## src/rtl/csi2_pkg.sv

```systemverilog
// Shared CSI-2 definitions: data types, builder FSM states,
// header ECC and per-byte CRC-16 helpers.
package csi2_pkg;

  localparam logic [5:0] DT_FS   = 6'h00;
  localparam logic [5:0] DT_FE   = 6'h01;
  localparam logic [5:0] DT_RAW8 = 6'h2A;

  typedef enum logic [2:0] {
    ST_IDLE,
    ST_FS,
    ST_LH,
    ST_PAY,
    ST_CRC,
    ST_FE
  } state_t;

  // 6-bit Hamming parity over {WC_MSB, WC_LSB, DI}
  function automatic logic [7:0] csi2_ecc(input logic [23:0] d);
    logic [5:0] p;
    p[0] = d[0] ^ d[1] ^ d[2] ^ d[4] ^ d[5] ^ d[7] ^ d[10]
         ^ d[11] ^ d[13] ^ d[16] ^ d[20] ^ d[21] ^ d[22] ^ d[23];
    p[1] = d[0] ^ d[1] ^ d[3] ^ d[4] ^ d[6] ^ d[8] ^ d[10]
         ^ d[12] ^ d[14] ^ d[17] ^ d[20] ^ d[21] ^ d[22] ^ d[23];
    p[2] = d[0] ^ d[2] ^ d[3] ^ d[5] ^ d[6] ^ d[9] ^ d[11]
         ^ d[12] ^ d[15] ^ d[18] ^ d[20] ^ d[21] ^ d[22];
    p[3] = d[1] ^ d[2] ^ d[3] ^ d[7] ^ d[8] ^ d[9] ^ d[13]
         ^ d[14] ^ d[15] ^ d[19] ^ d[20] ^ d[21] ^ d[23];
    p[4] = d[4] ^ d[5] ^ d[6] ^ d[7] ^ d[8] ^ d[9] ^ d[16]
         ^ d[17] ^ d[18] ^ d[19] ^ d[20] ^ d[22] ^ d[23];
    p[5] = d[10] ^ d[11] ^ d[12] ^ d[13] ^ d[14] ^ d[15]
         ^ d[16] ^ d[17] ^ d[18] ^ d[19] ^ d[21] ^ d[22] ^ d[23];
    return {2'b00, p};
  endfunction

  // x^16+x^12+x^5+1, bits taken LSB-first (reflected form 0x8408)
  function automatic logic [15:0] crc16_byte(
    input logic [15:0] crc,
    input logic [7:0]  b
  );
    logic [15:0] c;
    c = crc;
    for (int i = 0; i < 8; i++) begin
      if (c[0] ^ b[i]) c = (c >> 1) ^ 16'h8408;
      else             c = c >> 1;
    end
    return c;
  endfunction

endpackage

```

## src/rtl/csi2_crc16.sv

```systemverilog
// Running CRC-16 over long-packet payload bytes.
// Re-seeded to 0xFFFF while i_init is high.
module csi2_crc16
  import csi2_pkg::*;
(
  input  logic        clk,
  input  logic        rst,
  input  logic        i_init,
  input  logic        i_en,
  input  logic [7:0]  i_byte,
  output logic [15:0] o_crc
);

  logic [15:0] r_crc;

  always_ff @(posedge clk or posedge rst) begin
    if (rst)         r_crc <= 16'hFFFF;
    else if (i_init) r_crc <= 16'hFFFF;
    else if (i_en)   r_crc <= crc16_byte(r_crc, i_byte);
  end

  assign o_crc = r_crc;

endmodule

```

## src/rtl/csi2_packet_builder.sv

```systemverilog
// CSI-2 TX framer: pixel bytes in, FS / long packets / FE bytes out
// through a single output register stage.
module csi2_packet_builder
  import csi2_pkg::*;
#(
  parameter int         LINE_BYTES = 512,
  parameter int         LINES      = 16,
  parameter logic [5:0] DATA_TYPE  = DT_RAW8,
  parameter logic [1:0] VC         = 2'd0
) (
  input  logic        clk,
  input  logic        rst,
  input  logic        s_axis_tvalid,
  output logic        s_axis_tready,
  input  logic [7:0]  s_axis_tdata,
  input  logic        s_axis_tlast,
  input  logic        s_axis_tuser,
  output logic        m_axis_tvalid,
  input  logic        m_axis_tready,
  output logic [7:0]  m_axis_tdata,
  output logic        m_axis_tlast,
  output logic        m_axis_tuser,
  output logic        frame_active,
  output logic [15:0] frame_num,
  output logic        err_len,
  output logic        err_sof
);

  localparam logic [15:0] WC        = 16'(LINE_BYTES);
  localparam logic [15:0] PAY_LAST  = 16'(LINE_BYTES - 1);
  localparam logic [15:0] LINE_LAST = 16'(LINES - 1);

  state_t      r_state, w_state_nx;
  logic [1:0]  r_idx;
  logic [15:0] r_byte_cnt, r_line_cnt, r_frame_num;
  logic        r_tvalid, r_tlast, r_tuser, r_active;
  logic        r_err_len, r_err_sof;
  logic [7:0]  r_tdata;

  logic        w_free, w_accept, w_load, w_s_ready;
  logic        w_first, w_last;
  logic        w_hdr_end, w_crc_end, w_pay_end;
  logic [7:0]  w_byte, w_di, w_ecc, w_hdr_byte;
  logic [15:0] w_wc, w_crc;

  assign w_free    = !r_tvalid || m_axis_tready;
  assign w_accept  = (r_state == ST_PAY) && s_axis_tvalid && w_free;
  assign w_hdr_end = r_idx == 2'd3;
  assign w_crc_end = r_idx == 2'd1;
  assign w_pay_end = r_byte_cnt == PAY_LAST;

  always_comb begin
    w_di = {VC, DT_FS};
    w_wc = r_frame_num;
    case (r_state)
      ST_FE: w_di = {VC, DT_FE};
      ST_LH: begin
        w_di = {VC, DATA_TYPE};
        w_wc = WC;
      end
      default: ;
    endcase
  end

  assign w_ecc = csi2_ecc({w_wc, w_di});

  always_comb begin
    case (r_idx)
      2'd0:    w_hdr_byte = w_di;
      2'd1:    w_hdr_byte = w_wc[7:0];
      2'd2:    w_hdr_byte = w_wc[15:8];
      default: w_hdr_byte = w_ecc;
    endcase
  end

  always_comb begin
    w_state_nx = r_state;
    w_s_ready  = 1'b0;
    w_load     = 1'b0;
    w_byte     = w_hdr_byte;
    w_first    = 1'b0;
    w_last     = 1'b0;
    case (r_state)
      ST_IDLE: begin
        w_s_ready = !s_axis_tuser;
        if (s_axis_tvalid && s_axis_tuser) w_state_nx = ST_FS;
      end
      ST_FS: begin
        w_load  = w_free;
        w_first = r_idx == 2'd0;
        if (w_free && w_hdr_end) w_state_nx = ST_LH;
      end
      ST_LH: begin
        w_load = w_free;
        if (w_free && w_hdr_end) w_state_nx = ST_PAY;
      end
      ST_PAY: begin
        w_s_ready = w_free;
        w_load    = w_accept;
        w_byte    = s_axis_tdata;
        if (w_accept && w_pay_end) w_state_nx = ST_CRC;
      end
      ST_CRC: begin
        w_load = w_free;
        w_byte = w_crc_end ? w_crc[15:8] : w_crc[7:0];
        if (w_free && w_crc_end)
          w_state_nx = (r_line_cnt == LINE_LAST) ? ST_FE : ST_LH;
      end
      ST_FE: begin
        w_load = w_free;
        w_last = w_hdr_end;
        if (w_free && w_hdr_end) w_state_nx = ST_IDLE;
      end
      default: w_state_nx = ST_IDLE;
    endcase
  end

  always_ff @(posedge clk or posedge rst) begin
    if (rst) begin
      r_state     <= ST_IDLE;
      r_idx       <= 2'd0;
      r_byte_cnt  <= 16'd0;
      r_line_cnt  <= 16'd0;
      r_frame_num <= 16'd0;
    end else begin
      r_state <= w_state_nx;
      if (r_state == ST_IDLE && w_state_nx == ST_FS) begin
        // frame number 0 is reserved, so the wrap skips it
        r_frame_num <= (r_frame_num == 16'hFFFF) ? 16'd1
                                                 : r_frame_num + 16'd1;
        r_line_cnt  <= 16'd0;
      end
      if (w_load) begin
        case (r_state)
          ST_FS, ST_LH, ST_FE: r_idx <= r_idx + 2'd1;
          ST_CRC: begin
            r_idx <= w_crc_end ? 2'd0 : 2'd1;
            if (w_crc_end) r_line_cnt <= r_line_cnt + 16'd1;
          end
          ST_PAY: r_byte_cnt <= w_pay_end ? 16'd0 : r_byte_cnt + 16'd1;
          default: ;
        endcase
      end
    end
  end

  always_ff @(posedge clk or posedge rst) begin
    if (rst) begin
      r_tvalid  <= 1'b0;
      r_tdata   <= 8'h00;
      r_tlast   <= 1'b0;
      r_tuser   <= 1'b0;
      r_active  <= 1'b0;
      r_err_len <= 1'b0;
      r_err_sof <= 1'b0;
    end else begin
      if (w_load) begin
        r_tvalid <= 1'b1;
        r_tdata  <= w_byte;
        r_tlast  <= w_last;
        r_tuser  <= w_first;
      end else if (m_axis_tready) begin
        r_tvalid <= 1'b0;
      end
      if (w_load && w_first)
        r_active <= 1'b1;
      else if (r_tvalid && m_axis_tready && r_tlast)
        r_active <= 1'b0;
      r_err_len <= w_accept && (s_axis_tlast != w_pay_end);
      // the frame's first byte legitimately still carries TUSER
      r_err_sof <= w_accept && s_axis_tuser &&
                   !(r_byte_cnt == 16'd0 && r_line_cnt == 16'd0);
    end
  end

  csi2_crc16 u_crc (
    .clk    (clk),
    .rst    (rst),
    .i_init (r_state == ST_LH),
    .i_en   (w_accept),
    .i_byte (s_axis_tdata),
    .o_crc  (w_crc)
  );

  assign s_axis_tready = w_s_ready && !rst;
  assign m_axis_tvalid = r_tvalid;
  assign m_axis_tdata  = r_tdata;
  assign m_axis_tlast  = r_tlast;
  assign m_axis_tuser  = r_tuser;
  assign frame_active  = r_active;
  assign frame_num     = r_frame_num;
  assign err_len       = r_err_len;
  assign err_sof       = r_err_sof;

endmodule

```

## config.mk

```make
export PLATFORM = sky130hd
export DESIGN_NAME = csi2_packet_builder
export DESIGN_NICKNAME = d
export VERILOG_FILES = /design/src/rtl/csi2_pkg.sv /design/src/rtl/csi2_crc16.sv /design/src/rtl/csi2_packet_builder.sv
export SDC_FILE = /design/constraint.sdc
export NUM_CORES = 1
export LEC_CHECK = 0
export CAP_MARGIN = 20
export CELL_PAD_IN_SITES_DETAIL_PLACEMENT = 0
export CELL_PAD_IN_SITES_GLOBAL_PLACEMENT = 1
export CORE_AREA = 3 3 100 198
export CTS_BUF_LIST = sky130_fd_sc_hd__clkbuf_4 sky130_fd_sc_hd__clkbuf_8 sky130_fd_sc_hd__clkbuf_16
export DETAILED_ROUTE_END_ITERATION = 7
export DIE_AREA = 0 0 103 201
export PLACE_DENSITY_LB_ADDON = 0.1
export SLEW_MARGIN = 25
export SYNTH_ARGS = -nofsm -noshare
export SYNTH_HDL_FRONTEND = slang
export SYNTH_HIERARCHICAL = 1
export SYNTH_SLANG_ARGS = --single-unit
```

## constraint.sdc

```tcl
create_clock -name clk -period 2.2 [get_ports clk]
set_input_delay 0.22 -clock clk [delete_from_list [all_inputs] [get_ports clk]]
set_output_delay 0.22 -clock clk [all_outputs]
set_load 0.03 [all_outputs]
```

; ---- Word level (Yosys, flattened, before mapping)
; Index checks and enable logic that the tools add are counted.
[word_totals]
output_inout_bits = 31
input_bits = 14
regBits = 83
[classes]
add_sub_neg = 4
mux = 53
n_bitwise = 89
eq_ne = 13
n_reduce_logical = 32
[op_table]
columns = cell, n
row1 = $mux W16, 31
row2 = $xor A1 B1 Y1, 75
row3 = $add A16 B1 Y16 const B, 3
row4 = $logic_not A16 Y1, 2
row5 = $not A2 Y3, 8
row6 = $pmux W8 S3, 1
row7 = $mux W3, 7
row8 = $pmux W3 S6, 1
row9 = $eq A16 B16 Y1 const B, 1
row10 = $eq A16 B4 Y1 const B, 1
row11 = $eq A16 B9 Y1 const B, 1
row12 = $pmux W8 S2, 1
row13 = $logic_and A1 B1 Y1, 15
row14 = $pmux W6 S2, 1
row15 = $mux W8, 1
row16 = $reduce_bool A2 Y1, 4
row17 = $mux W1, 7
row18 = $eq A3 B1 Y1 const B, 2
row19 = $eq A3 B2 Y1 const B, 2
row20 = $eq A3 B3 Y1 const B, 2
row21 = $xor A1 B1 Y1 const B, 6
row22 = $eq A2 B2 Y1 const B, 2
row23 = $logic_not A1 Y1, 4
row24 = $pmux W1 S2, 2
row25 = 10 further kinds, 11

; ---- Longest topological paths before layout
[logic_depth]
depth_word = 33
mapped_depth = 9
ltp_nobuf = 7

; ---- Modules after synthesis
; Netlist, hierarchy kept.
[modules_own_cells]
columns = module, area_per_inst_um2, cells_each, n_inst, seq_area_each_um2
row1 = csi2_packet_builder, 4489.3, 486, 1, 1676.6
row2 = csi2_crc16, 1027.2, 79, 1, 420.4

; ---- Least setup slack after synthesis
; Ideal clock, no wire load.
[synth_timing]
path_kind = register -> register
start = register r_frame_num[11], in the netlist frame_num[11]
end = register r_tdata[5], in the netlist m_axis_tdata[5]
path_buffers = 1
path_stages_with_launch = 7
arrival_ns = 1.922
required_ns = 2.046
path_slack_ns = 0.124
path_cell_list = dfrtp_1 buf_2 xnor3_1 xor2_1 xnor3_1 o21ai_1 a31oi_1
[synth_via]
elab_chain_len = 7
[synth_rtl]
columns = element, line
row1 = "start, declared", csi2_packet_builder.sv:35  ; logic [15:0] r_byte_cnt, r_line_cnt, r_frame_num;
row2 = "start signal, assigned", csi2_packet_builder.sv:129  ; r_frame_num <= (r_frame_num == 16'hFFFF) ? 16'd1
row3 = $mux W16, csi2_packet_builder.sv:55  ; case (r_state)
row4 = $xor A1 B1 Y1 (4 in series), csi2_pkg.sv:32  ; ^ d[16] ^ d[17] ^ d[18] ^ d[19] ^ d[21] ^ d[22] ^ d[23];
row5 = $pmux W8 S3, csi2_packet_builder.sv:68  ; case (r_idx)
row6 = $pmux W8 S2, csi2_packet_builder.sv:83  ; case (r_state)
row7 = "end signal, assigned", csi2_packet_builder.sv:159  ; r_tdata <= w_byte;
row8 = "end, declared", csi2_packet_builder.sv:38  ; logic [7:0] r_tdata;
; Every way passes these cells.
; A chain may end at the register's enable or synchronous reset.

; ---- Worst setup path after layout
[layout_timing]
start = register r_frame_num[14], in the netlist frame_num[14]
end = register r_tdata[2], in the netlist m_axis_tdata[2]
[layout_via]
elab_chain_len = 4
[layout_rtl]
columns = element, line
row1 = $mux W16, csi2_packet_builder.sv:55
row2 = $xor A1 B1 Y1, csi2_pkg.sv:26  ; ^ d[12] ^ d[15] ^ d[18] ^ d[20] ^ d[21] ^ d[22];
row3 = $pmux W8 S3, csi2_packet_builder.sv:68
row4 = $pmux W8 S2, csi2_packet_builder.sv:83
; Every way passes these cells.

==> metrics list <==
* Outcome: finished clean
- After floorplanning, the core was sized to cover 18400 sq um.
- Count of flip-flops with a built-in enable after synthesis: 0
- The wire-length estimate of the detail-placed layout is 12.2 mm.
* Max Root-Sink Buffers: 2
* Maximum fanout along the worst path: 6
* Combinational family with the most area after synthesis: simple AND/OR/NAND/NOR gates
- In the global route stage, overall resource usage came out at 16.6%.
* Mean Syn Cell Area: between 9 and 10 sq um
* First-pass GRT wire length: 26.3 mm
- Post-synthesis adder-cell area fraction: 2.27%
- 0 antenna diodes ended up in the layout.
- Residual overflow from global routing: 0
- The H-tree was split into 3 levels.
* Pins Over Slew Limit: 0
* Family of cells with the greatest summed delay on the critical path: XOR/XNOR gates
- The slowest stage of the critical path is the sky130_fd_sc_hd__dfrtp_1 cell.
* Post-synthesis instance total: between 500 and 600
- Delay of the slowest critical-path stage: 0.53 ns
- Setup repair after global routing left no endpoint under its margin.
- The cell area that synthesis handed to floorplanning was 5520 sq um.
- Via count of the first global-routing pass: approximately 4700
* Number of core rows: 70
- Share of final-layout standard cells stronger than drive strength 1: between 10% and 20%
- Layout overhead on the synthesized area: 22.7%
- After detailed routing, the number of remaining DRC violations is 0.
* Floorplan die area: 20700 sq um
* Total placed cells including tap cells: ~840
- Clock-pin slew was measured on the worst setup and hold paths at 0.07 ns.
- For this run, the post-layout net count is 657.
- After layout, the worst path uses 92.6% of the clock period.
* Maximum vdd ir drop: 0.000459 V
- The share of the Yosys chip area taken by registers is 38.0%.
- CP Class: reg2reg
- In this run, the number of DRC markers left after iteration 0 of detailed routing was between 150 and 200.
- Ratio of routed vias to standard cells: 5.19
- Number of primary I/O pins: 45
- Clock buffer count from CTS: 9
- The congestion estimate from routability-driven global placement came to roughly 0.80.
- Number of iterations in the first detailed-routing pass: 4
* Number of antenna violations at the first check in global routing: 0
- CTS placed an instance of sky130_fd_sc_hd__clkbuf_16 at the clock tree root.
- The final layout contains routed wiring with a total length of between 15 and 20 mm.
- Type of the tightest min-delay check: in2async
- TritonCTS built the clock tree.
* Post-synthesis mux area share: 3.38%
- Worst slew pin tran: 0.708 ns
- Worst clock skew: roughly 0.0054 ns
* Post-synthesis share of cell area spent on xor and xnor gates: 19.0%
- The critical path goes through xnor2_2, xor2_1, xnor2_1, mux2_1, o31ai_1.
- Effective utilization at floorplan: 30.0%
- Sum of buffers and inverters on the critical path: 0
* Final hold violation count: 0
- Across all layers, the routed design uses 4433 vias.
* Maximum number of pins on one net before global-route repair: 38
- The number of different library cells used by synthesis comes to 77.
- Number of max-capacitance violations reported: 0
- Synthesis inferred between 80 and 90 register bits.
* Kind of end point of the critical path: flop
* Area fraction in compound gates after synthesis: roughly an eighth
- Commonest non-fill, non-tap cells in the layout: sky130_fd_sc_hd__dfrtp_1, sky130_fd_sc_hd__nand2_1, sky130_fd_sc_hd__buf_4
- Once the clock tree was built, the setup fixing pass inserted 0 buffers.
- Data arrives at the worst endpoint at 2.29 ns.
- In the final timing run, aggregate negative setup slack is 0 ns.
- Required arrival time at the worst endpoint: 2.45 ns
- In this run the static leakage power is ~2.9 nW.
- Setup violations remaining at the end of the flow were counted as 0.
- Post-cts hold buffer count: 0
* Final routed wire length divided by cell count: ~19 um
- Areal power density over the cells: 1170 nW/um^2
- STA classifies the critical path startpoint as a flop.
- Of all flip-flops after synthesis, the portion carrying an async set or reset was 100%.
- Post-route insts no fill: between 800 and 900
* Horizontal die dimension: 103 um
* Net count after synthesis: 589
* Vert. Die Dim: 201 um
- Later-pin clock latency in the skew report: 0.34 ns
- In this run the tightest slew margin relative to its limit is 52.7%.
- The library cell used most frequently in the layout, excluding fill and tap cells, is sky130_fd_sc_hd__dfrtp_1.
- Post-layout minimum cycle time: 2.04 ns
* Highest clock rate: 0.491 GHz
- Simple-gate share of the synthesized area: approximately 20%
- Count of synthesis-stage warnings from yosys: 6
- Once detail routing completed, the nets flagged for antenna violations numbered 0.
* Clk sink count: 83
- Most instantiated flip-flop cell in the synthesis netlist: sky130_fd_sc_hd__dfrtp_1
- Buffers placed on the I/O ports in this run total 44.
==> registers in the layout, indices dropped and copies added, names as in the netlist <==
signal and cells:
m_axis_tuser 1, frame_active 1, frame_num 16, err_len 1
m_axis_tlast 1, r_byte_cnt 16, r_state 3, err_sof 1
m_axis_tdata 8, r_line_cnt 16, m_axis_tvalid 1, r_idx 2
u_crc/o_crc 16
==> worst register-to-register path, stage by stage (launching register included) <==
cell and delay [ns]:
sky130_fd_sc_hd__dfrtp_1 0.53, sky130_fd_sc_hd__xnor2_2 0.32, sky130_fd_sc_hd__xor2_1 0.31, sky130_fd_sc_hd__xnor2_1 0.21, sky130_fd_sc_hd__mux2_1 0.36, sky130_fd_sc_hd__o31ai_1 0.22
==> routing by layer <==
metal	wire, um	global-route usage, %
met4	434	6.72
met5	0	0
met1	6490	19.6
met2	8810	29.3
met3	356	2.26
==> Yosys cell counts, types with 16 or more instances <==
cell type / count / share of area [%]
sky130_fd_sc_hd__o21ai_0: 25 / 2.3
sky130_fd_sc_hd__a21oi_1: 16 / 1.5
sky130_fd_sc_hd__nand3_1: 29 / 2.6
sky130_fd_sc_hd__clkbuf_1: 16 / 1.1
sky130_fd_sc_hd__xnor2_1: 37 / 5.9
sky130_fd_sc_hd__dfrtp_1: 67 / 30
sky130_fd_sc_hd__nor3_1: 18 / 1.6
sky130_fd_sc_hd__nand2_1: 51 / 3.5
sky130_fd_sc_hd__xor2_1: 19 / 3.0
sky130_fd_sc_hd__nor2_1: 43 / 2.9
sky130_fd_sc_hd__dfstp_2: 16 / 7.6
sky130_fd_sc_hd__inv_1: 16 / 1.1
==> cell type report <==
class                   count  area, sq um
fillers                  1908        11600
multi-input cells         426         3170
flip-flops and latches     83         2100
repair buffers             94          813
well taps                 216          270
clock buffers              11          246
clock inverters             5          100
inverters                  19         71.3
==> power by group <==
part | switching (W) | total, W | internal, W | leakage (nW)
Clock | 0.000653 | 0.00180 | 0.00115 | 0.173
Sequential | 0.000356 | 0.00233 | 0.00197 | 1.02
Combinational | 0.00194 | 0.00380 | 0.00186 | 1.71
==> worst paths after layout <==
path                                     start              end  slack [ns]  depth (start not counted)
worst max-delay path             frame_num[14]  m_axis_tdata[2]        0.16                          5
worst min-delay path                       rst     frame_num[1]        0.37                          3
worst max register to register   frame_num[14]  m_axis_tdata[2]        0.16                          5
worst min register to register  r_byte_cnt[15]   r_byte_cnt[15]        0.48                          1
max in group asynchronous                  rst   u_crc/o_crc[3]        1.40                          2
min in group clk                r_byte_cnt[15]   r_byte_cnt[15]        0.48                          1
==> per-stage QoR <==
| stage | hold slack, ns | worst slack, ns | instance area (sq um) | util [%] | total power (W) |
|---|---|---|---|---|---|
| global placement | 0.469 | 0.0733 | 6420 | 34.9 | 0.00615 |
| global route | 0.438 | 0.0402 | 6770 | 36.8 | 0.00845 |
| CTS | 0.374 | 0.122 | 6770 | 36.8 | 0.00804 |
| floorplan | 0.333 | 0.124 | 5520 | - | 0.00496 |
| finish | 0.373 | 0.163 | 6770 | 36.8 | 0.00793 |
| detailed placement | 0.469 | 0.0770 | 6420 | 34.9 | 0.00618 |
==> what timing repair did <==
item	4_1_cts	5_1_grt
hold endpoints to repair	0	0
endpoints found under the setup margin	0	5
gates resized for setup	0	2
==> kinds of logic (layout without fill, tap and decap cells) <==
kind of cell,count (synthesis),after routing
AND/OR/NAND/NOR,209,209
flip-flops,83,83
XOR/XNOR,81,81
AO/OA/AOI/OAI,108,108
buffers and inverters,56,129
adder cells (fa/ha/maj),10,10
multiplexers,18,18
No activity file was read; power rests on OpenSTA's default activity.
